## src/rtl/oam_dma_engine.sv

```systemverilog
// Page-to-OAM DMA: a CPU write to TRIG_ADDR halts the CPU and copies LEN bytes from a page into OAM.
// Optional odd-cycle alignment stall is enabled by defining OAM_DMA_ALIGN_EN.
module oam_dma_engine #(
  parameter int                DATA_W    = 8,
  parameter int                ADDR_W    = 16,
  parameter logic [ADDR_W-1:0] TRIG_ADDR = 16'h4014,
  parameter int                LEN       = 256,
  parameter int                DST_AW    = 8
) (
  input  logic              clk,
  input  logic              reset_n,
  input  logic [ADDR_W-1:0] bus_addr,
  input  logic [DATA_W-1:0] bus_wdata,
  input  logic              bus_wr,
  input  logic [DATA_W-1:0] bus_rdata,
  input  logic [DST_AW-1:0] oam_base,
  output logic              halt,
  output logic              hijack,
  output logic [ADDR_W-1:0] out_bus_addr,
  output logic [DST_AW-1:0] oam_addr,
  output logic [DATA_W-1:0] oam_wdata,
  output logic              oam_en,
  output logic              done
);

  typedef enum logic [2:0] {
    IDL  = 3'd0,
    HALT = 3'd1,
`ifdef OAM_DMA_ALIGN_EN
    ALGN = 3'd2,
`endif
    RD   = 3'd3,
    WR   = 3'd4
  } state_t;

  localparam logic [7:0] LAST = 8'(LEN - 1);

  state_t            state_reg;
  logic [7:0]        ctr_reg;
  logic [DATA_W-1:0] page_reg;
  logic [DST_AW-1:0] base_reg;
  logic [DATA_W-1:0] rdata_reg;
  logic              halt_reg;
  logic              hijack_reg;
  logic              oam_en_reg;
  logic              done_reg;

  wire trig = (bus_addr == TRIG_ADDR) && !bus_wr;

`ifdef OAM_DMA_ALIGN_EN
  logic phase_reg;

  always_ff @(posedge clk or negedge reset_n) begin
    if (!reset_n) phase_reg <= 1'b0;
    else          phase_reg <= ~phase_reg;
  end
`endif

  // Outputs are registered alongside the state so they follow the state without a decode delay.
  always_ff @(posedge clk or negedge reset_n) begin
    if (!reset_n) begin
      state_reg  <= IDL;
      ctr_reg    <= 8'd0;
      page_reg   <= '0;
      base_reg   <= '0;
      rdata_reg  <= '0;
      halt_reg   <= 1'b0;
      hijack_reg <= 1'b0;
      oam_en_reg <= 1'b0;
      done_reg   <= 1'b0;
    end else begin
      done_reg <= 1'b0;
      case (state_reg)
        IDL: begin
          if (trig) begin
            state_reg <= HALT;
            page_reg  <= bus_wdata;
            base_reg  <= oam_base;
            halt_reg  <= 1'b1;
          end
        end
        HALT: begin
`ifdef OAM_DMA_ALIGN_EN
          if (phase_reg) begin
            state_reg <= ALGN;
          end else begin
            state_reg  <= RD;
            ctr_reg    <= 8'd0;
            hijack_reg <= 1'b1;
          end
`else
          state_reg  <= RD;
          ctr_reg    <= 8'd0;
          hijack_reg <= 1'b1;
`endif
        end
`ifdef OAM_DMA_ALIGN_EN
        ALGN: begin
          state_reg  <= RD;
          ctr_reg    <= 8'd0;
          hijack_reg <= 1'b1;
        end
`endif
        RD: begin
          state_reg  <= WR;
          rdata_reg  <= bus_rdata;
          oam_en_reg <= 1'b1;
        end
        WR: begin
          oam_en_reg <= 1'b0;
          if (ctr_reg == LAST) begin
            state_reg  <= IDL;
            halt_reg   <= 1'b0;
            hijack_reg <= 1'b0;
            done_reg   <= 1'b1;
          end else begin
            state_reg <= RD;
            ctr_reg   <= ctr_reg + 8'd1;
          end
        end
        default: begin
          state_reg  <= IDL;
          halt_reg   <= 1'b0;
          hijack_reg <= 1'b0;
          oam_en_reg <= 1'b0;
        end
      endcase
    end
  end

  assign halt         = halt_reg;
  assign hijack       = hijack_reg;
  assign oam_en       = oam_en_reg;
  assign done         = done_reg;
  assign oam_wdata    = rdata_reg;
  assign out_bus_addr = {page_reg, ctr_reg};
  assign oam_addr     = base_reg + DST_AW'(ctr_reg);

endmodule

```

## config.mk

```make
export PLATFORM = sky130hd
export DESIGN_NAME = oam_dma_engine
export DESIGN_NICKNAME = d
export VERILOG_FILES = /design/src/rtl/oam_dma_engine.sv
export SDC_FILE = /design/constraint.sdc
export NUM_CORES = 1
export LEC_CHECK = 0
export ABC_AREA = 1
export CORE_UTILIZATION = 48
export DETAILED_ROUTE_END_ITERATION = 6
export MAX_ROUTING_LAYER = met4
export PLACE_DENSITY = 0.87
export SLEW_MARGIN = 40
export SYNTH_ARGS = -nofsm -noshare
export SYNTH_HDL_FRONTEND = slang
export SYNTH_SLANG_ARGS = --single-unit
```

## constraint.sdc

```tcl
create_clock -name clk -period 2.9 [get_ports clk]
set_input_delay 0.58 -clock clk [delete_from_list [all_inputs] [get_ports clk]]
set_output_delay 0.58 -clock clk [all_outputs]
set_load 0.02 [all_outputs]
```

==> results.sh <==
export IMPL_drtAntennaViolNets=0
export IMPL_ys_flop_type="dfrtp_1"
export IMPL_grt_overflow=0
export IMPL_chipHeight_um=68.57
export IMPL_power_leakage_nw=1.643
export IMPL_cp_required_ns=2.32
export IMPL_antenna_found_initial=0
export IMPL_hold_buffers=0
export IMPL_avgRoutedWirePerCell_um=12.60
export IMPL_p_switching_mw=0.2319
export IMPL_clock_latency_ns=0.30
export IMPL_critPathLaunchType="register"
export IMPL_pwr_share_seq_pct=50.4
export IMPL_critPathMaxFanout=6
export IMPL_grt_max_degree=40
export IMPL_dieArea_um2=4702
export IMPL_drv_cap=0
export IMPL_die_w_um=68.57
export IMPL_grt_pass1_wl_mm=8.059
export IMPL_crit_arrival_ns=2.18
export IMPL_h_tree_depth=2
export IMPL_io_pins=79
export IMPL_clock_sinks=39
export IMPL_synth_edff_count=0
export IMPL_hold_violations=0
export IMPL_status="completed"
export IMPL_drive_above_1_share_pct=8.631
export IMPL_gp_congestion=0.9160
export IMPL_netlist_area_um2=2127
export IMPL_antenna_cells=0
export IMPL_path_clk_slew_ns=0.08
export IMPL_rr_endpoint="ctr_reg[1]"
export IMPL_grt_usage_pct=24.22
export IMPL_p_sw_share_pct=21.17
export IMPL_routed_wl_mm=4.863
export IMPL_skew_ns=0.01180
export IMPL_setup_slack_ns=0.1404
export IMPL_post_route_min_period_ns=2.760
export IMPL_cts_setup_buffers=0
export IMPL_endpoint="oam_addr[3]"
export IMPL_hold_class="in2async"
export IMPL_cts_tree="done"
export IMPL_fmax_mhz=362.4
export IMPL_finish_utilization_pct=74.13
export IMPL_drcViolationCount=0
export IMPL_synth_area_top_cells="dfrtp_1 (46%), nand2_1 (17%), nand3_1 (6.6%), ha_1 (4.7%), inv_1 (3.2%)"
export IMPL_place_inst=379
export IMPL_start_util_pct=51.69
export IMPL_slew_violations=0
export IMPL_drt_initial_drc_count=129
export IMPL_final_cell_count_no_fill=386
export IMPL_synth_most_common_cell="nand2_1"
export IMPL_yosysSeqAreaShare_pct=45.88
export IMPL_pre_cts_slack_ns=0.2722
export IMPL_netlist_instances=254
export IMPL_syn_area_per_cell_um2=8.374
export IMPL_synth_net_count=306
export IMPL_synth_top_cell_by_area="dfrtp_1"
export IMPL_grt_pass1_vias=1838
export IMPL_finalPower_mw=1.096
export IMPL_finalSetupViolCount=0
export IMPL_yosys_area_top_type_share_pct=45.88
export IMPL_critPathLaunch="ctr_reg[2]"
export IMPL_powerDensity_nw_per_um2=359.2
export IMPL_cts_buffers=5
export IMPL_tns_ns=0
export IMPL_ys_ff_latch=39
export IMPL_async_flop_share_pct=100.0
export IMPL_r2r_cells=9
export IMPL_portBuffers=78
export IMPL_nets=388
export IMPL_synthTopCellsByCount="nand2_1 (97), dfrtp_1 (39), nand3_1 (28), inv_1 (18), nor2_1 (14)"
export IMPL_cts_root_buf="clkbuf_8"
export IMPL_rsz0062_at_grt="no"
export IMPL_cp_end_kind="output port"
export IMPL_path_class="reg2out"
export IMPL_reg2reg_setup_slack_ns=1.37
export IMPL_num_vias=1937
export IMPL_num_rows=23
export IMPL_dr_pass1_iters=6
export IMPL_timing_rr_start="ctr_reg[1]"
export IMPL_p_int_mw=0.8638
export IMPL_pwr_share_clk_pct=40.8
export IMPL_syn_to_final_growth_pct=43.41
export IMPL_p_comb_share_pct=8.8
export IMPL_coreArea_um2=4115
export IMPL_yosysWarningCount=0
export IMPL_tightest_slew_ns=0.4871
export IMPL_ys_types=33
export IMPL_hpwl_mm=3.721
export IMPL_viasPerCell=5.018
export IMPL_clock_path_buffers=2
export IMPL_max_vdd_ir_drop_mv=0.3098
export IMPL_slew_headroom_pct=67.53
export IMPL_timing_final_crit_share_pct=95.16
cell usage in the layout, fill, tap and decap left out, types with 5 or more instances in the layout:
cell and count:
clkdlybuf4s50_1 72, inv_1 18, xor2_1 6, o21ai_0 5, a21oi_1 5, nor2_1 14, dfrtp_1 39, nand3_1 28
ha_1 8, clkbuf_8 5, nand2_1 97
final cells by class:
| class | count | area [µm²] |
|---|---|---|
| inverter | 23 | 91.34 |
| multi-input combinational | 188 | 1027 |
| sequential | 39 | 975.9 |
| timing repair buffer | 79 | 787.0 |
| clock buffer | 5 | 68.82 |
| clock inverter | 2 | 37.54 |
| tap | 50 | 62.56 |
| fill | 298 | 1065 |
critical path: stages, from the launching register on:
cell	delay [ns]
dfrtp_1	0.45
ha_1	0.39
a21oi_1	0.15
nand2_1	0.11
xor2_1	0.16
clkdlybuf4s50_1	0.62
what timing repair did:
item,4_1_cts,5_1_grt
pin swaps,0,0
resized for setup,3,2
endpoints found under the setup margin,3,2
power groups by stage:
stage	clock (mW)	sequential [mW]	combinational, mW
after floorplan	0	0.570	0.0106
after global placement	0	0.563	0.0961
after detailed placement	0	0.563	0.0979
after CTS	0.457	0.552	0.0979
after global routing	0.481	0.553	0.106
final	0.447	0.553	0.0966
cells by family (layout without fill, tap and decap cells):
group | after synthesis | after routing | share of synthesized area, %
adder cells (fa/ha/maj) | 9 | 9 | 5.647
buffers and inverters | 27 | 109 | 5.823
AO/OA/AOI/OAI | 17 | 17 | 4.706
XOR/XNOR | 6 | 6 | 2.471
flip-flops | 39 | 39 | 45.88
AND/OR/NAND/NOR | 156 | 156 | 35.47
worst min-delay path by stage:
stage                  from      endpoint  slack, ns  cells after the start
5_1_grt             reset_n    ctr_reg[4]       0.27                      1
2_1_floorplan       reset_n   base_reg[0]       0.28                      0
3_5_place_dp   oam_wdata[4]  oam_wdata[4]       0.46                      2
4_1_cts             reset_n    ctr_reg[6]       0.24                      1
3_3_place_gp   oam_wdata[2]  oam_wdata[2]       0.46                      2
6_report            reset_n    ctr_reg[4]       0.23                      1
metrics by stage:
stage                     hold WS [ns]  cell area, µm²
after CTS                       0.2448            3045
after global placement          0.4603            2940
after global routing            0.2695            3050
after detailed placement        0.4627            2943
final                           0.2268            3050
after floorplan                 0.2844            2127
per-layer routing:
layer / vias to the layer above / routed length, µm / GRT usage [%]
met1: 905 / 2168 / 28.54
met3: 3 / 294 / 8.059
met5: - / 0 / -
met4: 0 / 31 / 5.729
li1: 970 / - / -
met2: 59 / 2369 / 39.95
Note: power is estimated with default switching activity, not from simulation.
